## src/rtl/parking_slot_controller_pkg.sv

```systemverilog
// Shared encodings for the parking slot controller: FSM states, requester identity, default lot size.
package parking_slot_controller_pkg;

    localparam int DEFAULT_NUM_SLOTS = 8;

    typedef enum logic [1:0] {
        IDLE      = 2'd0,
        UPDATE    = 2'd1,
        ACK_ENTRY = 2'd2,
        ACK_EXIT  = 2'd3
    } state_t;

    typedef enum logic {
        REQ_ENTRY = 1'b0,
        REQ_EXIT  = 1'b1
    } requester_t;

endpackage

```

## src/rtl/parking_slot_controller_free_slot_finder.sv

```systemverilog
// Lowest-index free slot finder: one-hot location of the lowest zero bit, plus a full flag.
module parking_slot_controller_free_slot_finder
    import parking_slot_controller_pkg::*;
#(
    parameter int NUM_SLOTS = DEFAULT_NUM_SLOTS
) (
    input  logic [NUM_SLOTS-1:0] occupancy,
    output logic [NUM_SLOTS-1:0] location,
    output logic                 full
);

    logic found;

    always_comb begin
        location = '0;
        found    = 1'b0;
        for (int i = 0; i < NUM_SLOTS; i++) begin
            if (!occupancy[i] && !found) begin
                location[i] = 1'b1;
                found       = 1'b1;
            end
        end
        full = &occupancy;
    end

endmodule

```

## src/rtl/parking_slot_controller.sv

```systemverilog
// Parking occupancy owner arbitrating entry (allocate) and exit (release) 4-phase handshakes.
// Optional PARKING_STATS_EN adds occupied_count and a saturating total_entries counter.
module parking_slot_controller
    import parking_slot_controller_pkg::*;
#(
    parameter int NUM_SLOTS = DEFAULT_NUM_SLOTS
) (
    input  logic                 clk,
    input  logic                 rst_n,
    input  logic                 entry_req,
    output logic                 entry_ack,
    output logic [NUM_SLOTS-1:0] entry_location,
    output logic                 entry_full,
    input  logic                 exit_req,
    input  logic [NUM_SLOTS-1:0] exit_location,
    output logic                 exit_ack,
    output logic                 exit_err,
    output logic [NUM_SLOTS-1:0] occupancy
`ifdef PARKING_STATS_EN
    ,
    output logic [$clog2(NUM_SLOTS+1)-1:0] occupied_count,
    output logic [15:0]                    total_entries
`endif
);

    localparam int CNT_W = $clog2(NUM_SLOTS+1);

    state_t                 state_q, state_d;
    requester_t             winner_q, winner_d;
    requester_t             rr_last_q, rr_last_d;
    logic [NUM_SLOTS-1:0]   exit_loc_q, exit_loc_d;
    logic [NUM_SLOTS-1:0]   occ_q, occ_d;
    logic [NUM_SLOTS-1:0]   entry_loc_q, entry_loc_d;
    logic                   entry_full_q, entry_full_d;
    logic                   entry_ack_q, entry_ack_d;
    logic                   exit_err_q, exit_err_d;
    logic                   exit_ack_q, exit_ack_d;
    logic [NUM_SLOTS-1:0]   free_loc;
    logic                   lot_full;

    parking_slot_controller_free_slot_finder #(
        .NUM_SLOTS (NUM_SLOTS)
    ) u_free_slot_finder (
        .occupancy (occ_q),
        .location  (free_loc),
        .full      (lot_full)
    );

    always_comb begin
        state_d      = state_q;
        winner_d     = winner_q;
        rr_last_d    = rr_last_q;
        exit_loc_d   = exit_loc_q;
        occ_d        = occ_q;
        entry_loc_d  = entry_loc_q;
        entry_full_d = entry_full_q;
        entry_ack_d  = entry_ack_q;
        exit_err_d   = exit_err_q;
        exit_ack_d   = exit_ack_q;
        case (state_q)
            IDLE: begin
                // On a tie the requester not served last time wins.
                if (entry_req && (!exit_req || rr_last_q == REQ_EXIT)) begin
                    winner_d = REQ_ENTRY;
                    state_d  = UPDATE;
                end else if (exit_req) begin
                    winner_d   = REQ_EXIT;
                    exit_loc_d = exit_location;
                    state_d    = UPDATE;
                end
            end
            UPDATE: begin
                if (winner_q == REQ_ENTRY) begin
                    if (!lot_full) begin
                        occ_d        = occ_q | free_loc;
                        entry_loc_d  = free_loc;
                        entry_full_d = 1'b0;
                    end else begin
                        entry_loc_d  = '0;
                        entry_full_d = 1'b1;
                    end
                    rr_last_d   = REQ_ENTRY;
                    entry_ack_d = 1'b1;
                    state_d     = ACK_ENTRY;
                end else begin
                    if ($onehot(exit_loc_q) && ((exit_loc_q & occ_q) != '0)) begin
                        occ_d      = occ_q & ~exit_loc_q;
                        exit_err_d = 1'b0;
                    end else begin
                        exit_err_d = 1'b1;
                    end
                    rr_last_d  = REQ_EXIT;
                    exit_ack_d = 1'b1;
                    state_d    = ACK_EXIT;
                end
            end
            ACK_ENTRY: begin
                if (!entry_req) begin
                    entry_ack_d  = 1'b0;
                    entry_loc_d  = '0;
                    entry_full_d = 1'b0;
                    state_d      = IDLE;
                end
            end
            ACK_EXIT: begin
                if (!exit_req) begin
                    exit_ack_d = 1'b0;
                    exit_err_d = 1'b0;
                    state_d    = IDLE;
                end
            end
            default: state_d = IDLE;
        endcase
    end

    always_ff @(posedge clk) begin
        if (!rst_n) begin
            state_q      <= IDLE;
            winner_q     <= REQ_ENTRY;
            rr_last_q    <= REQ_EXIT;
            occ_q        <= '0;
            entry_loc_q  <= '0;
            entry_full_q <= 1'b0;
            entry_ack_q  <= 1'b0;
            exit_err_q   <= 1'b0;
            exit_ack_q   <= 1'b0;
        end else begin
            state_q      <= state_d;
            winner_q     <= winner_d;
            rr_last_q    <= rr_last_d;
            occ_q        <= occ_d;
            entry_loc_q  <= entry_loc_d;
            entry_full_q <= entry_full_d;
            entry_ack_q  <= entry_ack_d;
            exit_err_q   <= exit_err_d;
            exit_ack_q   <= exit_ack_d;
        end
    end

    // Latched release location is only consulted in UPDATE, so it needs no reset.
    always_ff @(posedge clk) begin
        exit_loc_q <= exit_loc_d;
    end

    assign entry_ack      = entry_ack_q;
    assign entry_location = entry_loc_q;
    assign entry_full     = entry_full_q;
    assign exit_ack       = exit_ack_q;
    assign exit_err       = exit_err_q;
    assign occupancy      = occ_q;

`ifdef PARKING_STATS_EN
    logic [CNT_W-1:0] count_q, count_d;
    logic [15:0]      total_q, total_d;

    always_comb begin
        count_d = CNT_W'($countones(occ_d));
        total_d = total_q;
        if (state_q == UPDATE && winner_q == REQ_ENTRY && !lot_full && total_q != 16'hFFFF) begin
            total_d = total_q + 16'd1;
        end
    end

    always_ff @(posedge clk) begin
        if (!rst_n) begin
            count_q <= '0;
            total_q <= '0;
        end else begin
            count_q <= count_d;
            total_q <= total_d;
        end
    end

    assign occupied_count = count_q;
    assign total_entries  = total_q;
`endif

endmodule
```

## config.mk

```make
export PLATFORM = sky130hd
export DESIGN_NAME = parking_slot_controller
export DESIGN_NICKNAME = d
export VERILOG_FILES = /design/src/rtl/parking_slot_controller_pkg.sv /design/src/rtl/parking_slot_controller_free_slot_finder.sv /design/src/rtl/parking_slot_controller.sv
export SDC_FILE = /design/constraint.sdc
export NUM_CORES = 1
export LEC_CHECK = 0
export BUFFER_PORTS_ARGS = -buffer_cell sky130_fd_sc_hd__buf_2
export CAP_MARGIN = 20
export CELL_PAD_IN_SITES_DETAIL_PLACEMENT = 0
export CELL_PAD_IN_SITES_GLOBAL_PLACEMENT = 1
export CORE_ASPECT_RATIO = 0.75
export CORE_MARGIN = 5
export CORE_UTILIZATION = 40
export DETAILED_ROUTE_END_ITERATION = 12
export GPL_ROUTABILITY_DRIVEN = 0
export GPL_TIMING_DRIVEN = 0
export MAX_ROUTING_LAYER = met4
export PLACE_DENSITY = 0.74
export SLEW_MARGIN = 20
export SYNTH_ARGS = -nofsm -noshare
export SYNTH_HDL_FRONTEND = slang
export SYNTH_SLANG_ARGS = --single-unit
```

## constraint.sdc

```tcl
create_clock -name clk -period 4.62 [get_ports clk]
set_input_delay 0 -clock clk [delete_from_list [all_inputs] [get_ports clk]]
set_output_delay 0 -clock clk [all_outputs]
set_load 0.01 [all_outputs]
```

Word-level counts from Yosys, hierarchy flattened
Cells that the tools add are included.

word-level totals
  bits in registers = 32
  latch bits = 0
  RAM bits = 0
  memory bits (read-only) = 0
  input port bits = 12
  logic and storage cells = 111
  memories = 0

operators by class
  add/sub/neg operators = 7
  $mul = 0
  divide/modulo/power cells = 0
  order comparisons = 0
  equality and inequality tests = 11
  shift-type cells = 0
  mux-type cells = 42
  bitwise logic cells = 5
  reductions and logical operators = 36

operators by type and width
  cell                number
  $mux 8              6
  $mux 1              26
  $and 8x8->8         2
  $pmux 8 s2          1
  $reduce_and 3->1    5
  $logic_not 1->1     14
  $ne 2x2->1 const B  5
  $logic_and 1x1->1   9
  $add 1x1->2         4
  $mux 2              4
  $not 8->8           1
  $or 8x8->8          1
  $pmux 1 s2          4
  $pmux 2 s4          1
  $reduce_and 8->1    1
  $reduce_bool 8->1   1
  $add 2x2->3         2
  $reduce_bool 2->1   3
  $add 3x3->4         1
  $eq 2x2->1 const B  2
  $eq 4x1->1 const B  1
  $ne 3x3->1 const B  1
  $eq 2x1->1 const B  1
  $logic_not 2->1     1
  other kinds (4)     4

Depth between registers and ports, before layout
Gate-level depths: netlist of run 1.

  depth after elaboration = 24
  mapped depth = 13
  mapped depth without buffers = 12

Modules after synthesis
A second synthesis of run 1 with hierarchy kept.

unflattened totals
  cell total of the unflattened synthesis = 148
  area total of the unflattened synthesis = 1496.4 µm²

by module, submodules not included
  module                                    instances  cells each  area an instance (µm²)  sequential area each (µm²)
  parking_slot_controller                   1          135         1417.6                  720.7
  parking_slot_controller_free_slot_finder  1          13          78.8                    0.0

Worst setup path before layout of run 1
OpenSTA, ideal clock, no wires.

  path type = register to register
  start = reg exit_loc_q[1]
  end = reg occ_q[2] (netlist: occupancy[2])
  data arrival time = 3231 ps
  required time = 4489 ps
  slack = 1258 ps
  stages on the path, launching flop included = 14
  period minus slack after synthesis = 3362 ps
  path through = edfxtp_1 > inv_1 > fa_1 > fa_1 > fa_1 > inv_1 > ha_1 > inv_1 > fa_1 > a211o_1 > nand2_1 > and4_1 > clkbuf_1 > a22oi_1

between the ends
  word-level cells in the longest chain between the ends = 7
  elaborated cells between the ends (all ways) = 9
  classes of those cells = add/sub: 3; eq/ne: 2; bitwise: 1; reduce/logical: 3

ends and longest elaborated chain
  element                                RTL line                        RTL
  start: declaration                     parking_slot_controller.sv:31   logic [NUM_SLOTS-1:0] exit_loc_q, exit_loc_d;
  start signal: assignment               parking_slot_controller.sv:142  exit_loc_q <= exit_loc_d;
  $add 1x1->2 (not written as such)      parking_slot_controller.sv:86   if ($onehot(exit_loc_q) && ((exit_loc_q & occ_q) != '0)) begin
  $add 2x2->3 (not written as such)      parking_slot_controller.sv:86
  $add 3x3->4 (not written as such)      parking_slot_controller.sv:86
  $eq 4x1->1                             parking_slot_controller.sv:86
  $logic_and 1x1->1 (*)                  parking_slot_controller.sv:86
  $ne 2x1->1 (no source line) (*)        --
  $reduce_and 3->1 (no source line) (*)  --
  end signal: assignment                 parking_slot_controller.sv:121  occ_q <= '0;
  end signal: assignment                 parking_slot_controller.sv:131  occ_q <= occ_d;
  end: declaration                       parking_slot_controller.sv:32   logic [NUM_SLOTS-1:0] occ_q, occ_d;

Every way passes the cells marked *; elsewhere a longest branch is shown, timed or not.
A chain may end at the register's enable or synchronous reset.

Worst setup path after layout of run 1
Ends and elaborated chain as after synthesis.

==> results of run 1 <==
==> critical path, delay by kind of cell (launching register included) <==
| family | cells | cell delay (ns) |
|---|---|---|
| adders and majority gates | 5 | 1.92 |
| and+or+nand+nor | 2 | 0.24 |
| buffers and inverters | 4 | 0.52 |
| DFF | 1 | 0.42 |
| AOI/OAI and AO/OA | 2 | 0.41 |
==> flip-flops by register name, indices dropped and copies added, names as in the netlist <==
| signal | cells |
|---|---|
| exit_err | 1 |
| entry_ack | 1 |
| state_q | 2 |
| entry_full | 1 |
| rr_last_q | 1 |
| exit_loc_q | 8 |
| entry_location | 8 |
| exit_ack | 1 |
| winner_q | 1 |
| occupancy | 8 |
==> repair_timing <==
action	4_1_cts	5_1_grt
hold buffers	9	0
endpoints found under the hold margin	9	0
endpoints found under the setup margin	0	0
==> cell families after synthesis <==
logic type                 after synthesis  share of synthesized area
DFF                                     32                      0.501
buffers and inverters                   23                     0.0635
adders and majority gates                7                     0.0817
and+or+nand+nor                         47                      0.175
AOI/OAI and AO/OA                       42                      0.179
==> worst max-delay path by stage <==
stage / start / end / slack [ns] / cells past startpoint
6_report: exit_loc_q[1]$_DFFE_PP_ / occupancy[2]$_SDFFE_PN0P_ / 0.96 / 13
5_1_grt: exit_loc_q[0]$_DFFE_PP_ / occupancy[2]$_SDFFE_PN0P_ / 0.75 / 13
4_1_cts: exit_loc_q[0]$_DFFE_PP_ / occupancy[2]$_SDFFE_PN0P_ / 0.96 / 13
3_5_place_dp: exit_loc_q[0]$_DFFE_PP_ / occupancy[2]$_SDFFE_PN0P_ / 0.98 / 13
3_3_place_gp: exit_loc_q[0]$_DFFE_PP_ / occupancy[2]$_SDFFE_PN0P_ / 1.06 / 13
2_1_floorplan: exit_loc_q[1]$_DFFE_PP_ / occupancy[2]$_SDFFE_PN0P_ / 1.26 / 13
==> metal layers <==
metal,track usage,vias to the layer above
met5,-,-
met4,0.0588,0
met3,0.0461,5
met2,0.248,36
met1,0.191,588
li1,-,626
==> stage by stage <==
stage	total power, mW	std cells	hold slack [ns]	area, um^2	utilization
3_5_place_dp	0.439	221	0.178	1640	0.485
6_report	0.643	238	0.0528	1810	0.536
5_1_grt	0.684	238	0.0712	1810	0.536
2_1_floorplan	0.402	151	0.0989	1440	-
4_1_cts	0.650	238	0.0524	1810	0.536
3_3_place_gp	0.434	221	0.176	1640	0.485
==> area by class of cell <==
type,count,share of cell area
Sequential cell,32,0.398
Multi-Input combinational cell,96,0.346
Timing Repair Buffer,39,0.133
Clock buffer,7,0.0422
Inverter,18,0.0373
Tap cell,40,0.0276
Buffer,5,0.0131
Clock inverter,1,0.00276
==> cells in the final DEF, fill, tap and decap left out, types with 2 or more instances in the layout <==
| master | count |
|---|---|
| fa_1 | 4 |
| nor3_1 | 2 |
| a21oi_1 | 20 |
| clkbuf_8 | 5 |
| inv_1 | 18 |
| edfxtp_1 | 8 |
| nor2_1 | 10 |
| ha_1 | 3 |
| and2_1 | 2 |
| nand3_1 | 4 |
| o21ai_0 | 7 |
| buf_2 | 31 |
| a211oi_1 | 2 |
| nor4_1 | 3 |
| a22oi_1 | 6 |
| clkbuf_1 | 5 |
| nand2_1 | 11 |
| dlygate4sd3_1 | 9 |
| and3_1 | 3 |
| nand4_1 | 3 |
| and4_1 | 2 |
| dfxtp_1 | 24 |
==> report_power, final <==
group	switching [mW]	internal, mW	leakage (nW)	total, mW
clock network	0.0985	0.105	0.0422	0.204
registers	0.0139	0.305	0.269	0.318
logic	0.0683	0.0523	0.487	0.121
total	0.181	0.462	0.799	0.643
==> cells in the mapped netlist (4+ instances only) <==
cell type  count
inv_1         18
a22oi_1        6
dfxtp_1       24
nand3_1        4
edfxtp_1       8
fa_1           4
o21ai_0        7
a21oi_1       20
nand2_1       11
nor2_1        10
==> flow_summary.yaml, run 1 <==
drt:
  wl_met1_mm: 1.62
  drtAntennaViolNets: 0
  drt-initial-drc-count: 50
  drt_pass1_iterations: 4
  highest_layer: "met4"
  drt-total-wl_mm: 3.44
  wl_met3_um: 172
  drc: 0
  wl_per_cell_um: 14.4
  vias_per_cell: 5.27
  dr_wl_met2_mm: 1.60
  vias: 1255
synth:
  synth_ff_type: "dfxtp_1"
  synth_edf_count: 8
  synth_area_leaders: "dfxtp_1 (33%), edfxtp_1 (17%), a21oi_1 (7.0%)"
  seq_area_frac_synth: 0.501
  ys.warnings.count: 0
  avgSynthCellArea_um2: 9.53
  synth_top_area_share: 0.334
  ys_ff_latch: 32
  synthDistinctLibCells: 35
  async_reset_ff_frac: 0
  synthesis.nets: 170
  netlist_instances: 151
  synth_top_cell_by_area: "dfxtp_1"
  syn-cell-area_um2: 1440
timing:
  worst_pin_slew_ns: 0.674
  fin_setup_tns_ns: 0
  fmax_mhz: 273
  finalCritPeriodShare: 0.792
  slew_headroom: 0.549
  final-max-slew-violation-count: 0
  clock_skew_ns: 0.00503
  grt_setup_unrepaired: "false"
  hold_violations: 0
  fin_ws_ns: 0.961
  setup_violations: 0
  min_period_ns: 3.66
critical_path:
  reg2reg_depth: 13
  crit_arrival_ns: 3.82
  r2r_setup_slack_ns: 0.96
  worstSetupPathType: "reg -> reg"
  crit_path_frequent_cell: "fa_1"
  crit_path_max_fanout: 8
  worstSetupStartpointType: "flip-flop"
  slowest_delay_ns: 0.51
  cp-end-kind: "flip-flop"
  r2r_start: "exit_loc_q[1]$_DFFE_PP_"
  slowest_stage: "fa_1"
  r2r_end: "occupancy[2]$_SDFFE_PN0P_"
  path_cells: "inv_1 -> fa_1 -> fa_1 -> fa_1 -> inv_1 -> ha_1 -> inv_1 -> fa_1 -> a211o_1 -> nand2_1 -> and4_1 -> clkbuf_1 -> a22oi_1"
  worstPathRequired_ns: 4.78
clocking:
  path_clk_slew_ns: 0.07
  root_buffer: "clkbuf_8"
  cts_sinks: 32
  clock_latency_ns: 0.28
  post_cts_buffers: 0
  numCtsBuffers: 5
  cts_tree: "done"
  clockBufferDepth: 2
  htree_levels: 2
  post_cts_resized: 0
status:
  status: "completed"
final_layout:
  diodes: 0
  final_net_count: 216
  area_growth_pct: 25.8
  fillers: 321
  regArea_um2: 721
  drive_gt1_frac: 0.207
  multiInputGateArea_um2: 627
power_and_ir_drop:
  power_density_nw_per_um2: 355
  max-vdd-ir-drop_v: 0.000202
  static-leakage-power_nw: 0.799
hold_path:
  hold_class: "in -> reg"
  hp-start: "rst_n"
  whs_endpoint: "rr_last_q$_SDFFE_PN1P_"
  holdPathStages: 2
placed_design:
  port_buffers: 30
  place_hpwl_mm: 2.57
  dp_slack_ns: 0.984
global_routing:
  grt_pass1_wl_mm: 5.55
  grt_overflow: 0
  antenna_found_initial: 0
  grt_max_degree: 11
  first_global_vias: 1226
  grt_usage: 0.156
die:
  die-area_um2: 4910
  die_h_um: 61.9
  core-area_um2: 3380
  rows: 18
  start_util: 0.426
  io_pins: 32
  dieWidth_um: 79.3
job:
  max_cap_violations: 0
No activity file was read; power rests on OpenSTA's default activity.
==> inputs of run 2 (changes only) <==
--- a/config.mk
+++ b/config.mk
@@ -11,12 +11,12 @@
 export CELL_PAD_IN_SITES_GLOBAL_PLACEMENT = 1
 export CORE_ASPECT_RATIO = 0.75
 export CORE_MARGIN = 5
-export CORE_UTILIZATION = 40
+export CORE_UTILIZATION = 36
 export DETAILED_ROUTE_END_ITERATION = 12
 export GPL_ROUTABILITY_DRIVEN = 0
 export GPL_TIMING_DRIVEN = 0
 export MAX_ROUTING_LAYER = met4
-export PLACE_DENSITY = 0.74
+export PLACE_DENSITY = 0.7
 export SLEW_MARGIN = 20
 export SYNTH_ARGS = -nofsm -noshare
 export SYNTH_HDL_FRONTEND = slang
==> constraint.sdc (replaced) <==
create_clock -name clk -period 3.2 [get_ports clk]
set_input_delay 0 -clock clk [delete_from_list [all_inputs] [get_ports clk]]
set_output_delay 0 -clock clk [all_outputs]
set_load 0.01 [all_outputs]
==> run 2 against run 1 <==
The run now ends with setup timing left. Final cell count up 7.6%. Combinational power increased by 71%. Routed wire length up 2.7%. Highest routed layer unchanged.
==> flow_summary.yaml, run 2 (synthesized netlist as in run 1, its figures left out) <==
critical_path:
  crit_family: "adder cells"
  slowest_stage: "fa_1"
  slowest_delay_ns: 0.55
  worstSetupStartpointType: "flip-flop"
  crit_arrival_ns: 3.49
  worstPathRequired_ns: 3.36
  crit_path_max_fanout: 8
  path_buf_inv: 3
  worstSetupPathType: "reg -> reg"
  cp-end-kind: "flip-flop"
  path_cells: "inv_2 -> fa_1 -> fa_1 -> fa_1 -> inv_1 -> ha_2 -> inv_2 -> fa_2 -> o211a_1 -> and4_4 -> a22oi_1"
  crit_path_frequent_cell: "fa_1"
clocking:
  cts_tree: "done"
  clock_latency_ns: 0.28
  htree_levels: 2
  clockBufferDepth: 2
  numCtsBuffers: 5
  cts_sinks: 32
  root_buffer: "clkbuf_8"
  path_clk_slew_ns: 0.07
global_routing:
  grt_overflow: 0
  first_global_vias: 1223
  grt_usage: 0.142
  grt_pass1_wl_mm: 5.88
  grt_max_degree: 11
  antenna_found_initial: 0
die:
  start_util: 0.383
  rows: 19
  io_pins: 32
  die-area_um2: 5370
  core-area_um2: 3760
  die_h_um: 64.8
  dieWidth_um: 83
final_layout:
  diodes: 0
  area_growth_pct: 33.1
  final_common_cell: "buf_2"
  final_net_count: 222
  fillers: 387
  final_cell_mix: "buf_2 (31), dfxtp_1 (24), a21oi_1 (19)"
  fin_cells: 256
  drive_gt1_frac: 0.279
drt:
  drt_pass1_iterations: 4
  vias_per_cell: 4.99
  drc: 0
  drt-total-wl_mm: 3.53
  wl_per_cell_um: 13.8
  drtAntennaViolNets: 0
  drt-initial-drc-count: 72
  vias: 1278
status:
  violations: "setup timing"
  status: "finished with violations"
timing:
  whs_ns: 0.0590
  fin_setup_tns_ns: -0.960
  final-max-slew-violation-count: 0
  min_period_ns: 3.33
  hold_violations: 0
  grt_setup_unrepaired: "true"
  finalCritPeriodShare: 1.04
  slew_headroom: 0.507
  worst_pin_slew_ns: 0.738
  setup_violations: 9
  clock_skew_ns: 0.00635
  fmax_mhz: 300
  fin_ws_ns: -0.129
placed_design:
  dpl.cell_count: 233
  place_hpwl_mm: 2.54
  port_buffers: 30
power_and_ir_drop:
  total_power_uw: 981
  max-vdd-ir-drop_v: 0.000260
  power_density_nw_per_um2: 512
  static-leakage-power_nw: 0.836
job:
  max_cap_violations: 0
hold_path:
  hold_class: "in -> reg"
run 2: through the flow:
stage / utilization / area (um^2) / worst slack (ns)
after floorplan: - / 1460 / -0.0309
after CTS: 0.505 / 1900 / -0.142
after global routing: 0.510 / 1920 / -0.259
after global placement: 0.447 / 1680 / -0.173
final: 0.510 / 1920 / -0.129
after detailed placement: 0.447 / 1680 / -0.219
run 2: what timing repair did:
item,4_1_cts,5_1_grt
buffers inserted,5,2
pin swaps,1,0
hold buffers,9,0
endpoints found under the setup margin,9,9
hold endpoints to repair,9,0
gates resized for setup,5,1
run 2: worst paths after layout:
check                                               startpoint                             end  slack (ns)  cells past startpoint
worst max-delay path                   exit_loc_q[0]$_DFFE_PP_       occupancy[2]$_SDFFE_PN0P_       -0.13                     11
worst min-delay path                                     rst_n          rr_last_q$_SDFFE_PN1P_        0.06                      2
worst max register to register         exit_loc_q[0]$_DFFE_PP_       occupancy[2]$_SDFFE_PN0P_       -0.13                     11
worst min register to register  entry_location[7]$_SDFFE_PN0P_  entry_location[7]$_SDFFE_PN0P_        0.45                      2
run 2: final cells by class:
| class | instances | area, um^2 | share of cell area |
|---|---|---|---|
| clock buffer | 8 | 90.1 | 0.0470 |
| multi-input combinational | 96 | 659 | 0.344 |
| tap | 52 | 65.1 | 0.0340 |
| buffer | 4 | 20.0 | 0.0105 |
| timing repair buffer | 46 | 293 | 0.153 |
| inverter | 18 | 67.6 | 0.0353 |
| sequential | 32 | 721 | 0.376 |
run 2: power by group:
group | switching [mW] | internal, mW | total [mW] | leakage (nW)
logic | 0.110 | 0.0967 | 0.207 | 0.522
clock network | 0.140 | 0.175 | 0.316 | 0.0455
registers | 0.0193 | 0.440 | 0.459 | 0.269
run 2: layer usage:
| metal | up-vias | global-route usage | wire [um] |
|---|---|---|---|
| li1 | 638 | - | - |
| met1 | 598 | 0.181 | 1680 |
| met2 | 35 | 0.210 | 1610 |
| met3 | 7 | 0.0443 | 189 |
| met4 | 0 | 0.0612 | 52 |
| met5 | - | - | 0 |
